**config.mk**
```make
export PLATFORM = sky130hd
export DESIGN_NAME = pwm_multi_ch_flat
export DESIGN_NICKNAME = d
export VERILOG_FILES = /design/src/rtl/pwm_pkg.sv /design/src/rtl/pwm_multi_ch_if.sv /design/src/rtl/pwm_period_cnt.sv /design/src/rtl/pwm_multi_ch.sv /design/src/flat_wrapper.sv
export SDC_FILE = /design/constraint.sdc
export NUM_CORES = 1
export LEC_CHECK = 0
export ABC_AREA = 1
export CAP_MARGIN = 20
export CORE_MARGIN = 1.5
export CORE_UTILIZATION = 60
export CTS_CLUSTER_SIZE = 20
export DETAILED_ROUTE_END_ITERATION = 8
export MAX_ROUTING_LAYER = met4
export PLACE_DENSITY_LB_ADDON = 0.08
export SYNTH_ARGS = -nofsm -noshare
export SYNTH_HDL_FRONTEND = slang
export SYNTH_SLANG_ARGS = --single-unit
```
**constraint.sdc**
```tcl
create_clock -name clk -period 5.88 [get_ports clk]
set_clock_uncertainty 0.05 [all_clocks]
set_input_delay 0.588 -clock clk [delete_from_list [all_inputs] [get_ports clk]]
set_output_delay 0.588 -clock clk [all_outputs]
set_load 0.1 [all_outputs]
```
**src/rtl/pwm_pkg.sv**
```systemverilog
// Shared constants for the multi-channel PWM: counting mode, counter direction
// and the all-ones period loaded at reset.
package pwm_pkg;

  typedef enum logic {
    MODE_EDGE   = 1'b0,
    MODE_CENTER = 1'b1
  } mode_e;

  typedef enum logic {
    DIR_UP   = 1'b0,
    DIR_DOWN = 1'b1
  } dir_e;

  // Wide enough for any supported counter width; users slice [R-1:0].
  localparam logic [31:0] PERIOD_RST = '1;

endpackage

```
**src/rtl/pwm_multi_ch_if.sv**
```systemverilog
// Control/status bundle between the register block (master) and the PWM core (slave).
interface pwm_multi_ch_if #(
  parameter int R = 8,
  parameter int N = 4
);
  logic           en;
  logic           load;
  logic [R-1:0]   period_in;
  logic           mode_in;
  logic [N*R-1:0] duty_in;
  logic [N-1:0]   pwm_out;
  logic           period_start;
  logic           upd_pend;

  modport master (
    output en, load, period_in, mode_in, duty_in,
    input  pwm_out, period_start, upd_pend
  );

  modport slave (
    input  en, load, period_in, mode_in, duty_in,
    output pwm_out, period_start, upd_pend
  );
endinterface

```
**src/rtl/pwm_period_cnt.sv**
```systemverilog
// Shared period counter: edge (sawtooth) or center (triangle) counting, end-of-period
// detection and the registered period_start pulse.
module pwm_period_cnt
  import pwm_pkg::*;
#(
  parameter int R = 8
) (
  input  logic         clk,
  input  logic         rst,
  input  logic         en,
  input  logic [R-1:0] period,
  input  mode_e        mode,
  output logic [R-1:0] cnt,
  output logic         eop,
  output logic         period_start
);

  dir_e dir;

  // NOTE: eop gets a default before any branch, so this block never infers a latch.
  always_comb begin
    eop = 1'b1;
    if (en) begin
      if (mode == MODE_EDGE) eop = (cnt == period);
      else eop = (dir == DIR_DOWN && cnt == R'(1)) ||
                 (period == R'(1) && cnt == R'(1)) ||
                 (period == '0);
    end
  end

  // NOTE: all state here updates with <= so every flop samples pre-edge values.
  always_ff @(posedge clk or posedge rst) begin
    if (rst) begin
      cnt          <= '0;
      dir          <= DIR_UP;
      period_start <= 1'b0;
    end else begin
      period_start <= en && (cnt == '0);
      if (eop) begin
        cnt <= '0;
        dir <= DIR_UP;
      end else if (mode == MODE_EDGE) begin
        cnt <= cnt + R'(1);
      end else if (dir == DIR_DOWN) begin
        cnt <= cnt - R'(1);
      end else if (cnt == period) begin
        // Apex of the triangle: turn around without repeating P.
        dir <= DIR_DOWN;
        cnt <= cnt - R'(1);
      end else begin
        cnt <= cnt + R'(1);
      end
    end
  end

endmodule

```
**src/rtl/pwm_multi_ch.sv**
```systemverilog
// N-channel PWM with one shared period counter; period, mode and duties are
// double-buffered and move to the active set only at an end-of-period cycle.
module pwm_multi_ch
  import pwm_pkg::*;
#(
  parameter int R = 8,
  parameter int N = 4
) (
  input logic           clk,
  input logic           rst,
  pwm_multi_ch_if.slave bus
);

  logic [R-1:0] per_a, per_s;
  mode_e        mode_a, mode_s;
  logic         upd_pend;
  logic [R-1:0] cnt;
  logic         eop;
  logic         period_start;

  pwm_period_cnt #(.R(R)) u_cnt (
    .clk          (clk),
    .rst          (rst),
    .en           (bus.en),
    .period       (per_a),
    .mode         (mode_a),
    .cnt          (cnt),
    .eop          (eop),
    .period_start (period_start)
  );

  // A load landing on the EOP cycle bypasses the shadow and never raises upd_pend.
  always_ff @(posedge clk or posedge rst) begin
    if (rst) begin
      per_a    <= PERIOD_RST[R-1:0];
      per_s    <= PERIOD_RST[R-1:0];
      mode_a   <= MODE_EDGE;
      mode_s   <= MODE_EDGE;
      upd_pend <= 1'b0;
    end else if (bus.load) begin
      per_s    <= bus.period_in;
      mode_s   <= mode_e'(bus.mode_in);
      upd_pend <= !eop;
      if (eop) begin
        per_a  <= bus.period_in;
        mode_a <= mode_e'(bus.mode_in);
      end
    end else if (eop && upd_pend) begin
      per_a    <= per_s;
      mode_a   <= mode_s;
      upd_pend <= 1'b0;
    end
  end

  for (genvar g = 0; g < N; g++) begin : g_ch
    logic [R-1:0] duty_a, duty_s;
    logic         pwm_q;

    // NOTE: duty storage is a handful of flops, so it is reset like any other state.
    always_ff @(posedge clk or posedge rst) begin
      if (rst) begin
        duty_a <= '0;
        duty_s <= '0;
        pwm_q  <= 1'b0;
      end else begin
        pwm_q <= bus.en && (cnt < duty_a);
        if (bus.load) begin
          duty_s <= bus.duty_in[g*R +: R];
          if (eop) duty_a <= bus.duty_in[g*R +: R];
        end else if (eop && upd_pend) begin
          duty_a <= duty_s;
        end
      end
    end

    assign bus.pwm_out[g] = pwm_q;
  end

  assign bus.period_start = period_start;
  assign bus.upd_pend     = upd_pend;

endmodule

```
**src/flat_wrapper.sv**
```systemverilog
// flat-port wrapper written by rule: the top's interface ports become plain ports
module pwm_multi_ch_flat import pwm_pkg::*;
#(
  parameter int R = 8,
  parameter int N = 4
)
  (clk, rst, bus_en, bus_load, bus_period_in, bus_mode_in, bus_duty_in, bus_pwm_out, bus_period_start, bus_upd_pend);
  pwm_multi_ch_if #(.R(R), .N(N)) bus_i ();
  input logic clk;
  input logic rst;
  input wire logic [$bits(bus_i.en)-1:0] bus_en;
  input wire logic [$bits(bus_i.load)-1:0] bus_load;
  input wire logic [$bits(bus_i.period_in)-1:0] bus_period_in;
  input wire logic [$bits(bus_i.mode_in)-1:0] bus_mode_in;
  input wire logic [$bits(bus_i.duty_in)-1:0] bus_duty_in;
  output wire logic [$bits(bus_i.pwm_out)-1:0] bus_pwm_out;
  output wire logic [$bits(bus_i.period_start)-1:0] bus_period_start;
  output wire logic [$bits(bus_i.upd_pend)-1:0] bus_upd_pend;
  assign bus_i.en = bus_en;
  assign bus_i.load = bus_load;
  assign bus_i.period_in = bus_period_in;
  assign bus_i.mode_in = bus_mode_in;
  assign bus_i.duty_in = bus_duty_in;
  assign bus_pwm_out = bus_i.pwm_out;
  assign bus_period_start = bus_i.period_start;
  assign bus_upd_pend = bus_i.upd_pend;
  pwm_multi_ch #(.R(R), .N(N)) u_core (.clk(clk), .rst(rst), .bus(bus_i));
endmodule
```
== Word-level counts from Yosys, hierarchy flattened ==
Index checks and enable logic that the tools add are counted.

* Flip-flop bits (word level): 97
* Word-level logic and storage cells: 76
* Output and inout bits: 6
* Input bits: 45

* Reductions and logical operators: 16
* Magnitude comparators: 4
* $add $sub $neg: 2
* Equal/unequal tests: 4
* Multiplexer cells: 30

{| class="wikitable"
|+ Operator list
! operator !! count
|-
| two-way mux 8 bit || 19
|-
| less-than comparator 8 bit || 4
|-
| equality test 8 x 1 -> 1 bit (second input constant) || 2
|-
| logical NOT 8 bit || 2
|-
| two-way mux 1 bit || 11
|-
| adder 8 x 1 -> 8 bit (second input constant) || 1
|-
| equality test 8 bit || 1
|-
| logical AND 1 bit || 8
|-
| subtractor 8 x 1 -> 8 bit (second input constant) || 1
|-
| nonzero test 2 bit || 2
|-
| logical OR 1 bit || 2
|-
| != test 2 x 1 -> 1 bit (second input constant) || 1
|-
| AND reduction 2 bit || 1
|-
| logical NOT 1 bit || 1
|}

== Depth between registers and ports, before layout ==
Gate-level depths: netlist (run 1).

* Depth after elaboration: 9
* Gate-level depth with buffers: 12
* Gate-level depth less buffers: 12

== Hierarchy ==
From an unflattened synthesis (run 1), not the netlist that was laid out.

* Cell total of the unflattened synthesis: 611
* Area total of the unflattened synthesis: 5008.6 sq um

{| class="wikitable"
|+ Modules (own cells, without submodules)
! module !! seq. area each (sq um) !! instances !! cells each !! area each (sq um)
|-
| pwm_multi_ch || 2197.1 || 1 || 456 || 3992.6
|-
| pwm_period_cnt || 250.2 || 1 || 155 || 1016.0
|}

== Worst setup path after synthesis (run 1) ==
Ideal clock, no wire load.

* Path type: reg2reg
* Start point: reg u_core.upd_pend, in the netlist u_core.bus.upd_pend
* End point: reg u_core.g_ch[0].duty_a[0]
* Stages on the path, launching flop included: 6
* Slack: 4.100 ns
* Path buffers: 1
* Arrival: 1.664 ns
* Library setup time: 0.066 ns
* Period minus slack after synthesis: 1.780 ns
* Path through: dfrtp_1 -> inv_1 -> nand2_1 -> clkbuf_1 -> nand3_1 -> nand2_1

* Cells in the longest elaborated chain, start to end: 3

{| class="wikitable"
|+ RTL lines
! element !! RTL line !! source
|-
| start, declared || pwm_multi_ch.sv:16 || <nowiki>logic upd_pend;</nowiki>
|-
| start signal, assigned || pwm_multi_ch.sv:43 || <nowiki>upd_pend <= !eop;</nowiki>
|-
| logical AND 1 bit || pwm_multi_ch.sv:70 || <nowiki>end else if (eop && upd_pend) begin</nowiki>
|-
| nonzero test 2 bit (no source line) || - ||
|-
| AND reduction 2 bit (no source line) || - ||
|-
| end signal, assigned || pwm_multi_ch.sv:69 || <nowiki>if (eop) duty_a <= bus.duty_in[g*R +: R];</nowiki>
|-
| end signal, assigned || pwm_multi_ch.sv:71 || <nowiki>duty_a <= duty_s;</nowiki>
|-
| end, declared || pwm_multi_ch.sv:56 || <nowiki>logic [R-1:0] duty_a, duty_s;</nowiki>
|}

No other way between the ends.
A chain may end at the register's enable or synchronous reset.

== Worst setup path after layout (run 1) ==
* Start point: reg u_core.u_cnt.cnt[1]
* End point: reg u_core.g_ch[3].duty_a[6]

* Cells in the longest elaborated chain, start to end: 9
* Elaborated cells between the ends (all ways): 12
* Those cells by class: eq/ne: 3; mux: 2; reduce/logical: 7

{| class="wikitable"
|+ RTL lines
! element !! RTL line !! source
|-
| start, declared || pwm_period_cnt.sv:13 || <nowiki>output logic [R-1:0] cnt,</nowiki>
|-
| start signal, assigned || pwm_period_cnt.sv:43 || <nowiki>cnt <= cnt + R'(1);</nowiki>
|-
| start signal, assigned || pwm_period_cnt.sv:45 || <nowiki>cnt <= cnt - R'(1);</nowiki>
|-
| start signal, assigned || pwm_period_cnt.sv:49 || <nowiki>cnt <= cnt - R'(1);</nowiki>
|-
| equality test 8 x 1 -> 1 bit || pwm_period_cnt.sv:25, pwm_period_cnt.sv:26 ||
|-
| logical AND 1 bit, on equally long branches || pwm_period_cnt.sv:25, pwm_period_cnt.sv:26 ||
|-
| logical OR 1 bit || pwm_period_cnt.sv:25 || <nowiki>else eop = (dir == DIR_DOWN && cnt == R'(1)) ||</nowiki>
|-
| logical OR 1 bit || pwm_period_cnt.sv:26 || <nowiki>(period == R'(1) && cnt == R'(1)) ||</nowiki>
|-
| two-way mux 1 bit * || pwm_period_cnt.sv:24 || <nowiki>if (mode == MODE_EDGE) eop = (cnt == period);</nowiki>
|-
| two-way mux 1 bit * || pwm_period_cnt.sv:23 || <nowiki>if (en) begin</nowiki>
|-
| logical AND 1 bit || pwm_multi_ch.sv:70 ||
|-
| nonzero test 2 bit (no source line) || - ||
|-
| AND reduction 2 bit (no source line) * || - ||
|-
| end signal, assigned || pwm_multi_ch.sv:69 ||
|-
| end signal, assigned || pwm_multi_ch.sv:71 ||
|-
| end, declared || pwm_multi_ch.sv:56 ||
|}

Mark *: on every way between the ends. The rest lies on a longest branch, timed or not.

==> results of run 1 <==
## layout make-up
class	count	area share (%)
clock buffers	10	2.45
repair buffers	54	9.46
flip-flops and latches	97	43.6
well taps	102	2.28
inverters	49	3.30
multi-input cells	428	37.6
clock inverters	6	1.29
## logic make-up after synthesis
family          synth area share, %
compound gates                 3.98
fa+ha+maj                      8.16
buf+inv                        7.14
xor+xnor                       1.43
simple gates                   29.4
flops                          49.9
## per-stage QoR
| stage | power [W] | instances | hold WS, ns |
|---|---|---|---|
| after floorplan | 0.00127 | 603 | 0.389 |
| after global placement | 0.00138 | 730 | 0.405 |
| after detailed placement | 0.00141 | 730 | 0.409 |
| after CTS | 0.00186 | 746 | 0.431 |
| after global routing | 0.00198 | 746 | 0.450 |
| final | 0.00186 | 746 | 0.428 |
## sequential cells by signal, indices dropped and copies added (netlist names)
name / count
u_core.bus.upd_pend: 1
u_core.g_ch.duty_a: 32
u_core.g_ch.duty_s: 32
u_core.g_ch.pwm_q: 4
u_core.mode_a: 1
u_core.mode_s: 1
u_core.per_a: 8
u_core.per_s: 8
u_core.u_cnt.cnt: 8
u_core.u_cnt.dir: 1
u_core.u_cnt.period_start: 1
## worst max path at each step
stage	startpoint	end	slack (ns)	cells after the start
2_1_floorplan	rst	u_core.bus.upd_pend	2.73	1
3_3_place_gp	u_core.u_cnt.cnt[1]	u_core.g_ch[3].duty_a[0]	2.75	11
3_5_place_dp	u_core.u_cnt.cnt[1]	u_core.g_ch[0].duty_a[0]	2.64	11
4_1_cts	u_core.u_cnt.cnt[1]	u_core.g_ch[3].duty_a[6]	2.58	11
5_1_grt	u_core.u_cnt.cnt[1]	u_core.g_ch[0].duty_a[0]	2.26	11
6_report	u_core.u_cnt.cnt[1]	u_core.g_ch[3].duty_a[6]	2.59	11
## per-layer routing
| layer | track usage (%) | part of all wire, % |
|---|---|---|
| met3 | 2.76 | 4.7 |
| met5 | - | 0 |
| met1 | 34.0 | 44 |
| met4 | 9.97 | 1.8 |
| met2 | 45.2 | 49 |
## power breakdown
| part | switching [W] | total (W) | internal (W) |
|---|---|---|---|
| clock network | 0.000245 | 0.000459 | 0.000214 |
| registers | 0.0000827 | 0.000869 | 0.000786 |
| logic | 0.000337 | 0.000528 | 0.000191 |
## critical path: stages (launching register included)
cell	delay [ns]
dfrtp_1	0.55
inv_1	0.15
ha_1	0.20
nand2_1	0.06
nor2_1	0.04
o21ai_1	0.06
nand2_1	0.06
nand2_1	0.07
nand3_2	0.75
nand2_2	0.98
nand2_1	0.16
nand2_1	0.09
## synth_stat cells (3+ instances only)
cell        n
nand2_1   261
dfrtp_1    81
nand3_1    53
inv_1      44
ha_1       32
a21oi_1    24
nor2_1     21
dfstp_2    16
clkbuf_1   12
o21ai_0     8
buf_2       7
buf_4       5
nor3_1      5
xor2_1      5
a211oi_1    4
buf_6       4
inv_2       4
xnor2_1     3
## cell usage in the layout, fill, tap and decap left out, drive strengths merged, types with 5 or more instances in the layout
master / instances
ha: 32
xor2: 5
a21oi: 24
clkdlybuf4s50: 50
o21ai: 9
nand2: 264
dfstp: 16
nand3: 55
inv: 50
clkbuf: 10
dfrtp: 81
nor3: 5
nor2: 23
==> run metrics, run 1 <==
outcome completed; pre-CTS setup slack 2.64 ns; GRT Resource Usage Total ~27%; Post-Syn Instances 603; P&R area growth vs syn 14.3%; Synth cell types 29; Synth Cell Area approximately 0.0049 mm^2; antenna cell count 0; worst slew pin tran a little under 1 ns; fin nets approximately 720; Initial Util 62.8%; Ys Warns 0; PostCTS Resize Cnt 0; fmax 0.304 GHz; Startpoint Class flip-flop; Chip Width 93.4 um; Synth Area per Inst 8.13 um^2; Synth async-reset ratio between 90% and 100%; syn_nets 680; Post-synth EDFFs 0; hold depth 2; H-tree depth 3; Final Cell Area 0.00561 mm^2; top cell type's share of synthesized area 41.3%; worst vdd ir 0.248 mV; 1st-iter DRT viols 218; synth top area cells dfrtp_1, nand2_1, dfstp_2, ha_1, nand3_1; TNS Setup 0 ns; reg2reg setup slack 2.59 ns; Antenna Nets Post-Route 0; Crit path required time between 6 and 7 ns; Yosys top cell by area dfrtp_1; # hold bufs at CTS 0; largest net degree at the start of global routing 58; DR vias/cell 5.23; Die H 93.4 um; Num CTS Buffers 9; # fillers approximately 630; TritonCTS clock tree yes; dominant synthesized flop cell dfrtp_1; GP Congestion 0.884; global route overflow 0; num rows 32; sequential share of the synthesized area 49.9%; signal arrival time at the worst endpoint 3.54 ns; Leak Pwr 2.96 nW; clk root buf clkbuf_8; Hold Path Sink u_core.g_ch[2].duty_a[4]; layout cells sized above 1 7.45%; Worst R2R Start u_core.u_cnt.cnt[1]; postcts setup bufs 0; Post-DP HPWL 6.96 mm; Pre-antenna DRT Iters 4; I/O pins 51; Yosys reg bits 97; Worst Hold Class flip-flop to flip-flop; critical path class flip-flop to flip-flop; Core Region 0.00781 mm^2; max_slew headroom 33.9%; number of global-route vias before repair 3968; Max Fanout on Critical Path 49; routed via count 3900; Finished Core Util between 70% and 80%; max-cap viol count 0; CTS Buffer Depth 2; CTS clk-pin slew, worst paths 0.09 ns; Skew-Pair Late Insertion Delay 0.37 ns; worst reg2reg path depth 11; Die Footprint 0.00873 mm^2; fin crit share 56.0%; RSZ-0062 raised after global routing no; Setup WS post-layout between 2 and 3 ns; Seq. cell area 0.00245 mm^2; Final Hold Fails 0; mean routed wirelength per cell 13.6 um; Reg-to-Reg End u_core.g_ch[3].duty_a[6]; area of the multi-input gates 0.00211 mm^2; pwr/cell area 331 mW/mm^2; final slew viol count 0; Hold Crit Start u_core.g_ch[2].duty_a[4]; Placed Area 0.00540 mm^2; # setup viols final 0; clock sink total 97; first-pass GRT wire length 17.9 mm; fin crit period 3.29 ns; drt drc 0; Routed WL 10.1 mm; initial antenna violation count 0; IO Port Bufs 50; CP endpoint kind flip-flop
No activity file was read; power rests on OpenSTA's default activity.
==> run 2, diff against run 1 <==
--- a/config.mk
+++ b/config.mk
@@ -8,7 +8,7 @@
 export ABC_AREA = 1
 export CAP_MARGIN = 20
 export CORE_MARGIN = 1.5
-export CORE_UTILIZATION = 60
+export CORE_UTILIZATION = 51
 export CTS_CLUSTER_SIZE = 20
 export DETAILED_ROUTE_END_ITERATION = 8
 export MAX_ROUTING_LAYER = met4
==> constraint.sdc (replaced) <==
create_clock -name clk -period 2.65 [get_ports clk]
set_clock_uncertainty 0.05 [all_clocks]
set_input_delay 0.265 -clock clk [delete_from_list [all_inputs] [get_ports clk]]
set_output_delay 0.265 -clock clk [all_outputs]
set_load 0.1 [all_outputs]
==> run 2 against run 1 <==
Against the previous run: clock power up 110%; non-clock buffer count grew 6; critical path type unchanged; highest routed layer unchanged; first-iteration DRC count shrank 35%; core utilization shrank 10 points; die area up 17%; combinational power grew 130%; count of clock-buffer cells in the layout rose by 2; final area grew 1.6%; sequential share of layout area decreased by 0.69 points; cell count up 4.4%; worst hold slack got worse by 0.17 ns.
==> run metrics, run 2 (synthesis results as in run 1) <==
outcome completed; Num CTS Buffers 9 (unchanged); Final Cell Area 0.00570 mm^2 (+1.6%); Pre-antenna DRT Iters 4 (unchanged); wire length on met3 465 um (-1.5%); top sig layer met4; GRT Resource Usage Total 23.0% (-4.0 points); Die H 101 um (+8.2%); max-cap viol count 0 (unchanged); Routed WL 10.4 mm (+2.9%); Core Region 0.00928 mm^2 (+19%); fin crit period 2.04 ns (-1.25 ns); drt drc 0 (unchanged); CTS clk-pin slew, worst paths 0.10 ns (about the same); P&R area growth vs syn 16.2%; CP endpoint kind flip-flop; Worst R2R Start u_core.u_cnt.cnt[1]; Final Hold Fails 0 (unchanged); Worst path max stage delay 0.56 ns (-0.42 ns); worst vdd ir 0.303 mV (+22%); area of the multi-input gates 0.00211 mm^2 (unchanged); signal arrival time at the worst endpoint 2.30 ns (-1.24 ns); Startpoint Class flip-flop; # fillers 874 (+39%); Leak Pwr 3.00 nW (+1.5%); fmax 0.489 GHz (+61%); layout cells sized above 1 9.08% (+1.6 points); DR vias/cell 4.97 (-4.9%); Antenna Nets Post-Route 0 (unchanged); Seq. cell area 0.00245 mm^2 (unchanged); H-tree depth 3 (unchanged); routed via count 3871 (-0.74%); max_slew headroom 58.9% (+25 points); Cell Chain, Critical Path inv_1 -> ha_1 -> nand2_1 -> nor2_1 -> o21ai_1 -> nand2_1 -> nand2_1 -> nand3_2 -> nand2_2 -> buf_12 -> nand2_1 -> nand2_1; PostCTS Resize Cnt 0 (unchanged); global route overflow 0 (unchanged); antenna cell count 0 (unchanged); 1st-iter DRT viols 141 (-35%); WL met2 4.87 mm (-1.9%); crit path launch u_core.u_cnt.cnt[1]; Skew-Pair Late Insertion Delay 0.37 ns (about the same); GP Congestion 0.974 (+10%); num rows 35 (+9.4%); Chip Width 101 um (+8.2%); slowest CP cell dfrtp_1; Placed Area 0.00550 mm^2 (+1.9%); leading cell type in the layout, fill and taps excluded nand2_1; critical path class flip-flop to flip-flop; IO Port Bufs 50 (unchanged); clock sink total 97 (unchanged); pwr/cell area 720 mW/mm^2 (+120%); # hold bufs at CTS 0 (unchanged); TNS Setup 0 ns (unchanged); CP dominant cell by count nand2_1; Die Footprint 0.0102 mm^2 (+17%); final slew viol count 0 (unchanged); initial antenna violation count 0 (unchanged); fin crit share 77.2% (+21 points); CTS Buffer Depth 2 (unchanged); Post-DP HPWL 7.50 mm (+7.7%); mean routed wirelength per cell 13.4 um (-1.5%); RSZ-0062 raised after global routing no; crit-path leading delay family simple AND/OR/NAND/NOR gates; commonest non-fill, non-tap cells in the layout nand2_1, dfrtp_1, nand3_1; # setup viols final 0 (unchanged); worst slew pin tran 0.615 ns (-0.375 ns); first-pass GRT wire length 17.7 mm (-1.2%); largest net degree at the start of global routing 42 (-28%); WP buf/inv 2 (+1); postcts setup bufs 0 (unchanged); biggest regs u_core.g_ch.duty_a x32, u_core.g_ch.duty_s x32; M1 WL 4.91 mm (+8.9%); clk root buf clkbuf_8; Max Fanout on Critical Path 29 (-41%); Crit path required time 2.90 ns (-3.23 ns); number of global-route vias before repair 3777 (-4.8%); TritonCTS clock tree yes; Initial Util 52.8% (-10 points); I/O pins 51 (unchanged); Worst Hold Class input port to async pin; fin nets 722 (+0.84%)
[run 2: cell types whose count changed in the layout (fill, tap and decap cells not counted), sizes merged]
cell and change:
bufinv -1, inv +1, clkdlybuf4s50 -6, buf +12
clkbuf +2, clkinv -2
[run 2: where the power goes]
| group | total (W) | switching [W] | internal, W |
|---|---|---|---|
| clock network | 0.000974 | 0.000541 | 0.000434 |
| registers | 0.00194 | 0.000191 | 0.00175 |
| logic | 0.00119 | 0.000756 | 0.000435 |
| total | 0.00410 | 0.00149 | 0.00261 |
[run 2: routing by layer]
layer / up-vias / global-route usage [%]
li1: 1972 / -
met1: 1802 / 29.7
met2: 81 / 36.8
met3: 16 / 3.33
met4: 0 / 8.65
met5: - / -
[run 2: path summary, 6_finish.rpt]
path                                             to  slack, ns  cells after the start
max                        u_core.g_ch[3].duty_a[6]       0.61                     12
min                        u_core.g_ch[3].duty_s[6]       0.26                      2
max reg2reg                u_core.g_ch[3].duty_a[6]       0.61                     12
min reg2reg                u_core.g_ch[1].duty_s[6]       0.43                      2
max in group asynchronous           u_core.per_s[7]       1.63                      3
min in group clk                    u_core.per_s[1]       0.36                      3
[run 2: metrics by stage]
| stage | hold slack, ns | setup WS (ns) | total power [W] | instances | utilization (%) |
|---|---|---|---|---|---|
| after floorplan | 0.328 | 0.870 | 0.00283 | 603 | - |
| after detailed placement | 0.407 | 0.598 | 0.00316 | 763 | 59.3 |
| after CTS | 0.274 | 0.555 | 0.00413 | 779 | 61.4 |
| final | 0.260 | 0.605 | 0.00410 | 779 | 61.4 |
| after global routing | 0.305 | 0.410 | 0.00438 | 779 | 61.4 |
| after global placement | 0.404 | 0.656 | 0.00312 | 763 | 59.3 |
[run 2: area by class of cell]
class / instances / share of cell area [%]
clock buffers: 12 / 2.92
repair buffers: 60 / 10.5
multi-input cells: 428 / 37.0
inverters: 49 / 3.29
clock inverters: 4 / 0.527
well taps: 129 / 2.83
flip-flops and latches: 97 / 43.0
==> run 3, diff against run 2 <==
--- a/config.mk
+++ b/config.mk
@@ -8,7 +8,7 @@
 export ABC_AREA = 1
 export CAP_MARGIN = 20
 export CORE_MARGIN = 1.5
-export CORE_UTILIZATION = 51
+export CORE_UTILIZATION = 57
 export CTS_CLUSTER_SIZE = 20
 export DETAILED_ROUTE_END_ITERATION = 8
 export MAX_ROUTING_LAYER = met4
==> constraint.sdc (replaced) <==
create_clock -name clk -period 2.1 [get_ports clk]
set_clock_uncertainty 0.05 [all_clocks]
set_input_delay 0.21 -clock clk [delete_from_list [all_inputs] [get_ports clk]]
set_output_delay 0.21 -clock clk [all_outputs]
set_load 0.1 [all_outputs]
==> run 3 against run 2 <==
Against the previous run: clock power grew 26%; sequential cell count unchanged; wire length is 2.9% higher; final area grew 0.31%; count of clock-buffer cells in the layout shrank 1; cell count shrank 2.2%; first-iteration DRC count decreased by 12%; core utilization rose by 7.8 points; setup slack lost 0.43 ns; fmax grew 6.4%; largest cell class unchanged; largest power group unchanged; highest routed layer unchanged.
==> run metrics, run 3 (synthesis results as in run 1) <==
Chip Width 95.8 um (-5.2%); leading cell type in the layout, fill and taps excluded nand2_1; DR vias/cell 5.14 (+3.5%); Worst R2R Start u_core.u_cnt.cnt[0]; number of global-route vias before repair 3772 (-0.13%); Crit path required time 2.30 ns (-0.60 ns); WP buf/inv 2 (unchanged); final slew viol count 0 (unchanged); Num CTS Buffers 9 (unchanged); fmax 0.520 GHz (+6.4%); Leak Pwr 3.03 nW (+0.85%); Antenna Nets Post-Route 0 (unchanged); # hold bufs at CTS 0 (unchanged); Initial Util 59.4% (+6.6 points); P&R area growth vs syn 16.5%; initial antenna violation count 0 (unchanged); slowest CP cell dfrtp_1; Worst path max stage delay 0.47 ns (-0.09 ns); H-tree depth 3 (unchanged); crit path launch u_core.u_cnt.cnt[0]; antenna cell count 0 (unchanged); commonest non-fill, non-tap cells in the layout nand2_1, dfrtp_1, nand3_1; TritonCTS clock tree yes; Final Hold Fails 0 (unchanged); largest net degree at the start of global routing 98 (+130%); routed via count 3919 (+1.2%); Core Region 0.00826 mm^2 (-11%); # fillers 684 (-22%); max-cap viol count 0 (unchanged); signal arrival time at the worst endpoint 2.12 ns (-0.18 ns); clk root buf clkbuf_8; crit-path leading delay family simple AND/OR/NAND/NOR gates; GP Congestion 0.901 (-7.5%); mean routed wirelength per cell 14.1 um (+5.2%); global route overflow 0 (unchanged); 1st-iter DRT viols 124 (-12%); TNS Setup 0 ns (unchanged); Post-DP HPWL 7.53 mm (+0.53%); Die H 95.8 um (-5.2%); GRT Resource Usage Total 26.5% (+3.5 points); clock sink total 97 (unchanged); first-pass GRT wire length 17.9 mm (+1.4%); Routed WL 10.7 mm (+2.9%); Worst Hold Class input port to async pin; CTS Buffer Depth 2 (unchanged); Max Fanout on Critical Path 36 (+24%); worst vdd ir 0.479 mV (+58%); Die Footprint 0.00917 mm^2 (-10%); layout cells sized above 1 10.0% (+0.97 points); fin crit share 91.5% (+14 points); Startpoint Class flip-flop; outcome completed; critical path class flip-flop to flip-flop; I/O pins 51 (unchanged); RSZ-0062 raised after global routing no; overall power 0.00522 W (+27%); pwr/cell area 914 mW/mm^2 (+27%); IO Port Bufs 50 (unchanged); drt drc 0 (unchanged); Skew-Pair Late Insertion Delay 0.36 ns (about the same); worst slew pin tran 0.512 ns (-0.104 ns); num rows 33 (-5.7%); # setup viols final 0 (unchanged); biggest regs u_core.g_ch.duty_a x32, u_core.g_ch.duty_s x32; CP dominant cell by count nand2_1; CTS clk-pin slew, worst paths 0.10 ns (about the same); max_slew headroom 65.9% (+7.0 points); CP endpoint kind flip-flop; Pre-antenna DRT Iters 4 (unchanged); fin crit period 1.92 ns (-0.123 ns); fin nets 729 (+0.97%); Cell Chain, Critical Path inv_2 -> nand2_1 -> nand2_1 -> nand2_1 -> nor2_1 -> nand3b_1 -> nand3_2 -> nand2_2 -> buf_12 -> nand2_1 -> nand2_1
==> run 3: through the flow <==
| step | hold WS (ns) | setup slack (ns) | util (%) | instance area [um^2] | instances |
|---|---|---|---|---|---|
| 2_1_floorplan | 0.273 | 0.320 | - | 4910 | 603 |
| 3_5_place_dp | 0.407 | 0.0959 | 66.5 | 5490 | 743 |
| 5_1_grt | 0.319 | 0.0288 | 69.2 | 5720 | 762 |
| 3_3_place_gp | 0.404 | 0.105 | 66.5 | 5490 | 743 |
| 4_1_cts | 0.306 | 0.0545 | 68.8 | 5680 | 759 |
| 6_report | 0.271 | 0.178 | 69.2 | 5720 | 762 |
==> run 3: path summary, 6_finish.rpt <==
| check | endpoint | slack [ns] | cells past startpoint |
|---|---|---|---|
| min in group clk | u_core.per_s[5] | 0.31 | 3 |
| max reg2reg | u_core.g_ch[2].duty_a[6] | 0.18 | 11 |
| max | u_core.g_ch[2].duty_a[6] | 0.18 | 11 |
| min | u_core.g_ch[0].duty_s[3] | 0.27 | 3 |
| min reg2reg | u_core.per_s[5] | 0.43 | 2 |
| max in group asynchronous | u_core.per_a[7] | 1.30 | 3 |
==> run 3: where the power goes <==
part	total [W]	switching [W]	internal, W
combinational	0.00159	0.00102	0.000576
sequential	0.00240	0.000193	0.00220
clock	0.00123	0.000674	0.000561
==> run 3: cell type report <==
| type | instances | area, um^2 | share of cell area (%) |
|---|---|---|---|
| clock buffer | 11 | 131 | 2.30 |
| clock inverter | 5 | 63.8 | 1.12 |
| inverter | 49 | 188 | 3.28 |
| multi-input combinational | 428 | 2110 | 36.9 |
| sequential | 97 | 2450 | 42.8 |
| tap | 105 | 131 | 2.30 |
| timing repair buffer | 67 | 646 | 11.3 |
==> run 3: metal layers <==
layer  vias up  wire length (um)  GRT usage (%)  share of wire, %
li1       1987                 -              -                 -
met2        98              5040           42.5                47
met3        12               568           4.66               5.3
met1      1822              4970           34.5                46
met4         0               144           7.97               1.3
met5         -                 0              -                 0
==> run 3: what timing repair did <==
| item | CTS | global route |
|---|---|---|
| endpoints found under the hold margin | 0 | 0 |
| buffers inserted | 0 | 3 |
| resized for setup | 0 | 3 |
| setup endpoints to repair | 0 | 46 |
==> run 3: worst min-delay path, stage by stage <==
cell and delay (ns):
clkdlybuf4s50_1 0.44, clkinvlp_4 0.10, buf_12 0.39
